===== src/rtl/icache_assoc_if.sv =====
`default_nettype none
// ============================================================================
// Module   : icache_assoc_if
// Purpose  : Fetch-side and memory-side bus of the set-associative I-cache.
// Ports    : fetch_en/fetch_pc   fetch request into the cache
//            hit/inst_out        lookup result out of the cache
//            mem_req_*           block refill request out of the cache
//            mem_rsp_*           refill words into the cache
// Modports : slave  - the cache itself
//            master - the fetch unit / memory model driving the cache
// Revision : 1.0 - initial release
// ============================================================================
interface icache_assoc_if;
  logic        fetch_en;
  logic [31:0] fetch_pc;
  logic        hit;
  logic [31:0] inst_out;
  logic        mem_req_valid;
  logic [31:0] mem_req_addr;
  logic        mem_req_ready;
  logic        mem_rsp_valid;
  logic [31:0] mem_rsp_data;

  modport slave (
    input  fetch_en, fetch_pc, mem_req_ready, mem_rsp_valid, mem_rsp_data,
    output hit, inst_out, mem_req_valid, mem_req_addr
  );

  modport master (
    output fetch_en, fetch_pc, mem_req_ready, mem_rsp_valid, mem_rsp_data,
    input  hit, inst_out, mem_req_valid, mem_req_addr
  );
endinterface
`default_nettype wire


===== src/rtl/icache_assoc.sv =====
`default_nettype none
// ============================================================================
// Module   : icache_assoc
// Purpose  : WAYS-way set-associative instruction cache with combinational
//            lookup and a block refill engine (IDLE -> REQ -> FILL).
// Ports    : clk     sole clock, rising edge
//            rst_in  synchronous active-high reset (beats rdy_in and flush)
//            rdy_in  global enable; low freezes all state
//            flush   invalidate whole cache, abort any refill
//            bus     icache_assoc_if.slave (fetch lookup + memory refill)
// Revision : 1.0 - initial release
// ============================================================================
module icache_assoc #(
  parameter int WAYS        = 2,
  parameter int SETS        = 16,
  parameter int BLOCK_WORDS = 4
) (
  input  wire logic       clk,
  input  wire logic       rst_in,
  input  wire logic       rdy_in,
  input  wire logic       flush,
  icache_assoc_if.slave   bus
);

  localparam int OFF = $clog2(BLOCK_WORDS);
  localparam int IDX = $clog2(SETS);
  localparam int TAG = 32 - IDX - OFF - 2;
  localparam int WB  = (WAYS > 1) ? $clog2(WAYS) : 1;

  typedef enum logic [1:0] {IDLE = 2'd0, REQ = 2'd1, FILL = 2'd2} state_t;

  state_t           state_q;
  logic             req_valid_q;
  logic [31:0]      addr_q;
  logic [WB-1:0]    victim_q;
  logic [OFF-1:0]   cnt_q;
  logic [WAYS-1:0]  valid_q [SETS];
  logic [TAG-1:0]   tag_q   [SETS][WAYS];
  logic [WB-1:0]    rr_q    [SETS];
  logic [31:0]      data_q  [WAYS][SETS][BLOCK_WORDS];

  logic [IDX-1:0]   lk_idx;
  logic [TAG-1:0]   lk_tag;
  logic [OFF-1:0]   lk_off;
  logic [IDX-1:0]   fill_idx;
  logic [TAG-1:0]   fill_tag;
  logic             hit_any;
  logic [31:0]      hit_data;
  logic [WB-1:0]    victim_d;
  logic             victim_found;
  logic [WB-1:0]    rr_next;
  logic             last_word;
  logic             unused_bits;

  assign lk_idx    = bus.fetch_pc[IDX+OFF+1:OFF+2];
  assign lk_tag    = bus.fetch_pc[31:IDX+OFF+2];
  assign lk_off    = bus.fetch_pc[OFF+1:2];
  assign fill_idx  = addr_q[IDX+OFF+1:OFF+2];
  assign fill_tag  = addr_q[31:IDX+OFF+2];
  assign last_word = (cnt_q == OFF'(BLOCK_WORDS - 1));
  assign rr_next   = (32'(rr_q[fill_idx]) == WAYS - 1) ? '0 : rr_q[fill_idx] + 1'b1;
  // Byte offset of fetch_pc and the block-offset bits of the refill address
  // carry no information for the cache.
  assign unused_bits = ^{bus.fetch_pc[1:0], addr_q[OFF+1:0]};

  // Tag compare across all ways of the indexed set. The refill victim had its
  // valid bit cleared when the miss was taken, so a partially written block
  // can never produce a hit.
  always_comb begin
    hit_any  = 1'b0;
    hit_data = '0;
    for (int w = 0; w < WAYS; w++) begin
      if (valid_q[lk_idx][w] && (tag_q[lk_idx][w] == lk_tag)) begin
        hit_any  = 1'b1;
        hit_data = data_q[w][lk_idx][lk_off];
      end
    end
  end

  // Victim: lowest invalid way, otherwise the set's round-robin pointer.
  always_comb begin
    victim_d     = rr_q[lk_idx];
    victim_found = 1'b0;
    for (int w = 0; w < WAYS; w++) begin
      if (!victim_found && !valid_q[lk_idx][w]) begin
        victim_d     = w[WB-1:0];
        victim_found = 1'b1;
      end
    end
  end

  assign bus.hit           = bus.fetch_en & hit_any;
  assign bus.inst_out      = bus.hit ? hit_data : 32'd0;
  assign bus.mem_req_valid = req_valid_q;
  assign bus.mem_req_addr  = addr_q;

  // Refill FSM plus valid/tag/pointer state. Priority: reset, freeze, flush.
  always_ff @(posedge clk) begin
    if (rst_in) begin
      state_q     <= IDLE;
      req_valid_q <= 1'b0;
      addr_q      <= '0;
      victim_q    <= '0;
      cnt_q       <= '0;
      for (int s = 0; s < SETS; s++) begin
        valid_q[s] <= '0;
        rr_q[s]    <= '0;
        for (int w = 0; w < WAYS; w++) tag_q[s][w] <= '0;
      end
    end else if (rdy_in) begin
      if (flush) begin
        state_q     <= IDLE;
        req_valid_q <= 1'b0;
        cnt_q       <= '0;
        for (int s = 0; s < SETS; s++) begin
          valid_q[s] <= '0;
          rr_q[s]    <= '0;
        end
      end else begin
        case (state_q)
          IDLE: begin
            if (bus.fetch_en && !hit_any) begin
              addr_q                   <= {bus.fetch_pc[31:OFF+2], {(OFF+2){1'b0}}};
              victim_q                 <= victim_d;
              valid_q[lk_idx][victim_d] <= 1'b0;
              req_valid_q              <= 1'b1;
              state_q                  <= REQ;
            end
          end
          REQ: begin
            if (bus.mem_req_ready) begin
              req_valid_q <= 1'b0;
              cnt_q       <= '0;
              state_q     <= FILL;
            end
          end
          FILL: begin
            if (bus.mem_rsp_valid) begin
              cnt_q <= cnt_q + 1'b1;
              if (last_word) begin
                tag_q[fill_idx][victim_q]   <= fill_tag;
                valid_q[fill_idx][victim_q] <= 1'b1;
                rr_q[fill_idx]              <= rr_next;
                cnt_q                       <= '0;
                state_q                     <= IDLE;
              end
            end
          end
          default: begin
            state_q     <= IDLE;
            req_valid_q <= 1'b0;
          end
        endcase
      end
    end
  end

  // Data array carries no reset; valid bits alone gate its use.
  always_ff @(posedge clk) begin
    if (!rst_in && rdy_in && !flush && (state_q == FILL) && bus.mem_rsp_valid) begin
      data_q[victim_q][fill_idx][cnt_q] <= bus.mem_rsp_data;
    end
  end

endmodule
`default_nettype wire


===== src/flat_wrapper.sv =====
// flat-port wrapper written by rule: the top's interface ports become plain ports
module icache_assoc_flat 
#(
  parameter int WAYS        = 2,
  parameter int SETS        = 16,
  parameter int BLOCK_WORDS = 4
)
  (clk, rst_in, rdy_in, flush, bus_fetch_en, bus_fetch_pc, bus_mem_req_ready, bus_mem_rsp_valid, bus_mem_rsp_data, bus_hit, bus_inst_out, bus_mem_req_valid, bus_mem_req_addr);
  icache_assoc_if bus_i ();
  input  wire logic clk;
  input  wire logic rst_in;
  input  wire logic rdy_in;
  input  wire logic flush;
  input wire logic [$bits(bus_i.fetch_en)-1:0] bus_fetch_en;
  input wire logic [$bits(bus_i.fetch_pc)-1:0] bus_fetch_pc;
  input wire logic [$bits(bus_i.mem_req_ready)-1:0] bus_mem_req_ready;
  input wire logic [$bits(bus_i.mem_rsp_valid)-1:0] bus_mem_rsp_valid;
  input wire logic [$bits(bus_i.mem_rsp_data)-1:0] bus_mem_rsp_data;
  output wire logic [$bits(bus_i.hit)-1:0] bus_hit;
  output wire logic [$bits(bus_i.inst_out)-1:0] bus_inst_out;
  output wire logic [$bits(bus_i.mem_req_valid)-1:0] bus_mem_req_valid;
  output wire logic [$bits(bus_i.mem_req_addr)-1:0] bus_mem_req_addr;
  assign bus_i.fetch_en = bus_fetch_en;
  assign bus_i.fetch_pc = bus_fetch_pc;
  assign bus_i.mem_req_ready = bus_mem_req_ready;
  assign bus_i.mem_rsp_valid = bus_mem_rsp_valid;
  assign bus_i.mem_rsp_data = bus_mem_rsp_data;
  assign bus_hit = bus_i.hit;
  assign bus_inst_out = bus_i.inst_out;
  assign bus_mem_req_valid = bus_i.mem_req_valid;
  assign bus_mem_req_addr = bus_i.mem_req_addr;
  icache_assoc #(.WAYS(WAYS), .SETS(SETS), .BLOCK_WORDS(BLOCK_WORDS)) u_core (.clk(clk), .rst_in(rst_in), .rdy_in(rdy_in), .flush(flush), .bus(bus_i));
endmodule

===== config.mk =====
export PLATFORM = sky130hd
export DESIGN_NAME = icache_assoc_flat
export DESIGN_NICKNAME = d
export VERILOG_FILES = /design/src/rtl/icache_assoc_if.sv /design/src/rtl/icache_assoc.sv /design/src/flat_wrapper.sv
export SDC_FILE = /design/constraint.sdc
export NUM_CORES = 2
export LEC_CHECK = 0
export CAP_MARGIN = 5
export CORE_ASPECT_RATIO = 0.7
export CORE_MARGIN = 2
export CORE_UTILIZATION = 55
export DETAILED_ROUTE_END_ITERATION = 10
export GPL_ROUTABILITY_DRIVEN = 0
export PLACE_DENSITY = 0.72
export SLEW_MARGIN = 0
export SYNTH_ARGS = -nofsm -noshare
export SYNTH_HDL_FRONTEND = slang
export SYNTH_MEMORY_MAX_BITS = 65536
export SYNTH_SLANG_ARGS = --single-unit

===== constraint.sdc =====
create_clock -name clk -period 5.85 [get_ports clk]
set_input_delay 0.8775 -clock clk [delete_from_list [all_inputs] [get_ports clk]]
set_output_delay 0.8775 -clock clk [all_outputs]
set_load 0.05 [all_outputs]

[Word-level counts from Yosys, hierarchy flattened]
Memories as Yosys holds them, arrays and structs flattened. A register that Yosys moved wholly into a read port is not among the register bits.
Cells that the tools add are included.
Operators by class
  add/sub/neg operators: 2
  magnitude comparators: 12
  eq/ne operators: 10
  muxes and demuxes: 114
  bitwise gates (word level): 39
  reductions and logical operators: 27
Operators with widths (count)
  2048-bit 2-to-1 mux: 1
  128-bit binary-select mux with 4-bit select: 2
  128-bit 2-to-1 mux: 5
  128-bit demux with 4-bit select: 1
  32-bit 2-to-1 mux: 8
  48-bit 2-to-1 mux: 3
  32-bit binary-select mux with 2-bit select: 2
  32-bit demux with 2-bit select: 1
  2-bit 2-to-1 mux: 31
  24-bit == test: 2
  48-bit OR reduction: 1
  1-bit 2-to-1 mux: 47
  1-bit OR: 32
  24-bit demux with 1-bit select: 1
  24-bit 2-to-1 mux: 1
  4-bit 2-to-1 mux: 6
  1-bit logical AND: 13
  4-bit AND reduction: 3
  5-bit >= comparator (second input constant): 2
  4-bit inverter with 5-bit output: 2
  3-bit >= comparator (second input constant): 2
  3-bit by 2-bit inequality test with 1-bit output (second input constant): 2
  3-bit inequality test (second input constant): 2
  2-bit inverter with 3-bit output: 2
  24 further kinds: 32
Storage, ports and cells
  flip-flop bits (word level): 34
  bits in writable memories: 4912
  input bits: 71
  logic and storage cells: 213
  memories kept: 4
Memory list
  u_core.data_q: depth 2, bits a word 2048, rd ports 2, clocked after Yosys merged registers in 0, wr ports 1, line icache_assoc.sv:40  | logic [31:0] data_q [WAYS][SETS][BLOCK_WORDS];
  u_core.tag_q: depth 16, bits a word 48, rd ports 1, clocked after Yosys merged registers in 0, wr ports 16, line icache_assoc.sv:38  | logic [TAG-1:0] tag_q [SETS][WAYS];
  u_core.valid_q: depth 16, bits a word 2, rd ports 1, clocked after Yosys merged registers in 0, wr ports 16, line icache_assoc.sv:37  | logic [WAYS-1:0] valid_q [SETS];
  u_core.rr_q: depth 16, bits a word 1, rd ports 2, clocked after Yosys merged registers in 1, wr ports 16, line icache_assoc.sv:39  | logic [WB-1:0] rr_q [SETS];

[Logic depth before layout (Yosys ltp)]
An unclocked memory read counts as a cell.
  word-level depth: 16
  gate-level depth with buffers: 18
  mapped depth without buffers: 9

[Worst setup path before layout]
Ideal clock, no wire load.
  path type: input to output
  from: input bus_fetch_pc[6]
  to: output bus_hit
  data arrival time: 4314 ps
  required time: 4973 ps
  path slack: 659 ps
  stages: 12
  path through: buf_2 -> buf_2 -> buf_1 -> mux4_2 -> mux2i_1 -> xor2_1 -> nand2_1 -> a2111oi_2 -> nand4_1 -> buf_2 -> buf_1 -> a21boi_0
Between the ends
  word-level cells in the longest chain between the ends: 6
Ends and longest elaborated chain
  start: declaration: line flat_wrapper.sv:15  | input wire logic [$bits(bus_i.fetch_pc)-1:0] bus_fetch_pc;
  memory read 16 x 48 bit
  24-bit == test: line icache_assoc.sv:73  | if (valid_q[lk_idx][w] && (tag_q[lk_idx][w] == lk_tag)) begin
  1-bit logical AND: line icache_assoc.sv:73
  1-bit 2-to-1 mux: line icache_assoc.sv:73
  1-bit 2-to-1 mux (*): line icache_assoc.sv:73
  1-bit AND (*): line icache_assoc.sv:92  | assign bus.hit = bus.fetch_en & hit_any;
  end: declaration: line flat_wrapper.sv:19  | output wire logic [$bits(bus_i.hit)-1:0] bus_hit;
Mark *: on every way between the ends. The rest lies on a longest branch, timed or not.

[Worst setup path in the final report]
  from: input bus_fetch_pc[5]
  to: output bus_inst_out[18]
Between the ends
  word-level cells in the longest chain between the ends: 10
Ends and longest elaborated chain
  4-bit inverter with 5-bit output (not written as such): line icache_assoc.sv:75  | hit_data = data_q[w][lk_idx][lk_off];
  128-bit binary-select mux with 4-bit select: line icache_assoc.sv:75
  128-bit 2-to-1 mux (not written as such) (2 in a row): line icache_assoc.sv:75
  32-bit binary-select mux with 2-bit select: line icache_assoc.sv:75
  32-bit 2-to-1 mux (not written as such) (2 in a row): line icache_assoc.sv:75
  32-bit 2-to-1 mux (2 in a row): line icache_assoc.sv:73
  32-bit 2-to-1 mux (*): line icache_assoc.sv:93  | assign bus.inst_out = bus.hit ? hit_data : 32'd0;
  end: declaration: line flat_wrapper.sv:20  | output wire logic [$bits(bus_i.inst_out)-1:0] bus_inst_out;
Mark *: on every way between the ends. The rest lies on a longest branch, timed or not. The select of a mux whose other input is x is not followed.

==> impl_metrics.py <==
metrics = {
    "min_path": {
        "min_to": "u_core.cnt_q[1]",
        "min_path_cells": 2,
        "hold_start": "rst_in",
        "hp-class": "input pin to flip-flop",
    },
    "floorplanning": {
        "row_count": 183,
        "die_y_um": 504.0,
        "die_x_um": 718.3,
        "core_um2": 355400,
        "io_pins": 137,
        "start_util_pct": 55.28,
        "dieArea_um2": 362100,
    },
    "finish": {
        "fin_nets": 9359,
        "multiInputGateArea_um2": 46320,
        "fillCellCount": 23288,
        "register_area_um2": 148300,
        "drive_above_1_share_pct": 29.54,
        "final_cell_mix": "edfxtp_1, mux4_2, and2_1",
        "layout_commonest_cell": "edfxtp_1",
        "final_cells": 14382,
        "syn2layout_area_growth_pct": 12.14,
    },
    "setup_path": {
        "slowest_delay_ns": 0.52,
        "reg2reg_from": "u_core.bus.mem_req_addr[6]",
        "reg2reg_slack_ns": 1.88,
        "cp-start-kind": "input pin",
        "reg2reg_depth": 6,
        "critical_path_class": "input pin to output port",
        "critical_path_arrival_ns": 4.94,
        "cp-end-kind": "output port",
        "required_ns": 4.97,
        "critPathBufInv": 7,
        "critPathMaxFanout": 34,
        "crit_family": "buffers and inverters",
        "rr_endpoint": "u_core.data_q[0][1540]",
        "path_cells": "buf_16 -> buf_12 -> mux4_2 -> mux2i_1 -> buf_4 -> xnor2_1 -> o21ai_0 -> nand4_1 -> nor4_4 -> and4_2 -> buf_12 -> buf_4 -> nand3_1 -> a21boi_1 -> buf_4 -> buf_12",
        "cp_slowest_cell": "mux4_2",
    },
    "cts": {
        "hold_buffers": 0,
        "cts-buffers-inserted": 446,
        "cts_tree": "yes",
        "cts.sinks": 4950,
        "insertion_delay_ns": 0.97,
        "htreeDepth": 5,
        "cts-root-buf": "clkbuf_16",
        "cts_max_path_buffers": 4,
        "clk_pin_slew_ns": 0.07,
    },
    "power_and_ir_drop": {
        "powerDensity_nw_per_um2": 327.0,
        "peakVddDrop_uv": 330.4,
        "power.leakage_nw": 69.69,
    },
    "drt": {
        "num_vias": 98271,
        "vias_per_cell": 6.833,
        "ant_nets": 1,
        "drc": 0,
        "routed_wl_um": 531000,
        "first_pass_iters": 6,
        "wl_per_cell_um": 36.92,
        "dr.first_iter.drc_count": 16278,
    },
    "job": {
        "cap_violations": 0,
    },
    "global_routing": {
        "antenna_found_initial": 30,
        "grt_pass1_wl_um": 740600,
        "grt_pass1_vias": 96534,
        "grt_max_degree": 128,
        "grtUsageTotal_pct": 29.09,
        "grt_overflow_total": 0,
    },
    "synth": {
        "synth-edff-count": 4912,
        "syn_area_um2": 196500,
        "yosysSeqAreaShare_pct": 75.47,
        "ys_async_sr_fraction_pct": 0,
        "synth_ff_type": "edfxtp_1",
        "ys_types": 66,
        "ys_seq_elements": 4950,
        "synth_warnings": 0,
        "synth_cells": 8863,
        "avgSynthCellArea_um2": 22.17,
    },
    "sta": {
        "fin_skew_ns": 0.1036,
        "fmax_mhz": 171.9,
        "maxSlewHeadroom_pct": 8.251,
        "hold_viol": 0,
        "grt_setup_unrepaired": "false",
        "setup_viol": 0,
        "min_period_ns": 5.816,
        "worstMarginPinSlew_ns": 1.376,
        "setup_ws_ns": 0.03366,
        "drv_slew": 0,
        "period_share_pct": 99.42,
    },
    "place": {
        "place_ws_ns": -0.004330,
        "io_buffers": 130,
        "place_inst": 13551,
        "place.detailed.hpwl_um": 291700,
    },
    "outcome": {
        "failed_checks": "antenna violations",
        "status": "finished with violations",
    },
}
[synth_stat cells, types with 3 or more instances]
master        n  share of area [%]
nor3_1        7              0.018
nand3_1      64               0.16
nand4_1      10              0.032
nor2b_1      13              0.041
nand3b_1      5              0.019
nand2_1     114               0.22
mux2i_1     143               0.73
xnor2_1      42               0.19
buf_6        21               0.12
inv_1         7              0.013
edfxtp_1   4912                 75
mux4_2     1503                 17
and3_1        7              0.022
o2111ai_1     4              0.018
ha_1          4              0.025
a21boi_0      3              0.011
o22ai_1      18              0.057
o221ai_1      5              0.022
buf_4        60               0.23
or2_2        34               0.11
a21boi_1     33               0.13
mux2_2       33               0.19
a31oi_1      11              0.035
a22o_1        5              0.022
nand2b_1     66               0.21
o21ai_1       3             0.0076
clkbuf_1    277               0.53
dfxtp_1      38               0.39
nor4_1        5              0.016
buf_1        42              0.080
o211ai_1      5              0.019
a22oi_1      23              0.088
nor2_1      205               0.39
and2_1      774                2.5
xor2_1       22              0.098
buf_2       192               0.49
o21ai_0      29              0.074
a221oi_1     17              0.076
a21oi_1      70               0.18
[how the worst max path moves through the flow]
stage / from / end / slack, ns / cells past startpoint
after CTS: bus_fetch_pc[5] / bus_inst_out[18] / 0.11 / 16
final: bus_fetch_pc[5] / bus_inst_out[18] / 0.03 / 16
after floorplan: bus_fetch_pc[6] / bus_hit / 0.66 / 12
after global routing: bus_fetch_pc[4] / bus_inst_out[29] / 0.007 / 15
after global placement: bus_fetch_pc[5] / bus_inst_out[18] / -0.03 / 16
after detailed placement: bus_fetch_pc[5] / bus_inst_out[18] / -0.004 / 16
[flip-flops by register name, indices dropped and copies added (netlist names), named ones only]
| signal | flops |
|---|---|
| u_core.rr_q | 16 |
| u_core.state_q | 2 |
| u_core.data_q | 4096 |
| u_core.tag_q | 768 |
| u_core.valid_q | 32 |
| u_core.bus.mem_req_valid | 1 |
| u_core.bus.mem_req_addr | 28 |
| u_core.cnt_q | 2 |
| u_core.victim_q | 1 |
[timing repair]
item / in CTS / in global routing
pin swaps: 1 / 0
setup endpoints to repair: 3 / 1
gates cloned: 0 / 0
buffers inserted: 2 / 0
resized for setup: 2 / 1
[report_power, final]
part | switching [mW] | internal, mW | leakage (nW)
clock | 12.9 | 15.8 | 6.88
sequential | 0.0800 | 39.2 | 45.5
combinational | 2.55 | 1.51 | 17.3
total | 15.5 | 56.5 | 69.7
[cell type report]
class | instances | area share (%)
Timing Repair Buffer | 563 | 2.557
Sequential cell | 4950 | 67.30
Clock inverter | 275 | 1.140
Tap cell | 4717 | 2.679
Clock buffer | 537 | 5.260
Antenna cell | 17 | 0.01931
Inverter | 9 | 0.01874
Multi-Input combinational cell | 3314 | 21.03
[routing by layer]
metal,GRT usage (%),up-vias,wire (µm)
met5,0,-,40
met4,9.362,6,19640
met3,7.181,987,69640
met2,44.16,7253,244700
met1,42.33,52343,196900
li1,-,37682,-
[metrics by stage]
stage	hold WS, ns	setup TNS, ns	area [µm²]	total power [mW]	utilization [%]
floorplan	0.4731	0	196500	42.13	-
global placement	0.5256	-0.05776	206100	43.89	58.01
detailed placement	0.5466	-0.007955	206100	43.99	58.01
CTS	0.2280	0	220300	72.23	61.98
global route	0.3019	0	220300	73.67	61.99
finish	0.2787	0	220300	72.05	62.00
[cell families after synthesis]
kind of cell / Yosys count / share of synthesized area (%)
other cells: 1 / 0.001909
buf+inv: 602 / 1.473
simple gates: 1312 / 3.737
mux: 1679 / 18.15
compound gates: 251 / 0.8604
flops: 4950 / 75.47
xor+xnor: 64 / 0.2853
fa+ha+maj: 4 / 0.02548
No activity file was read; power rests on OpenSTA's default activity.
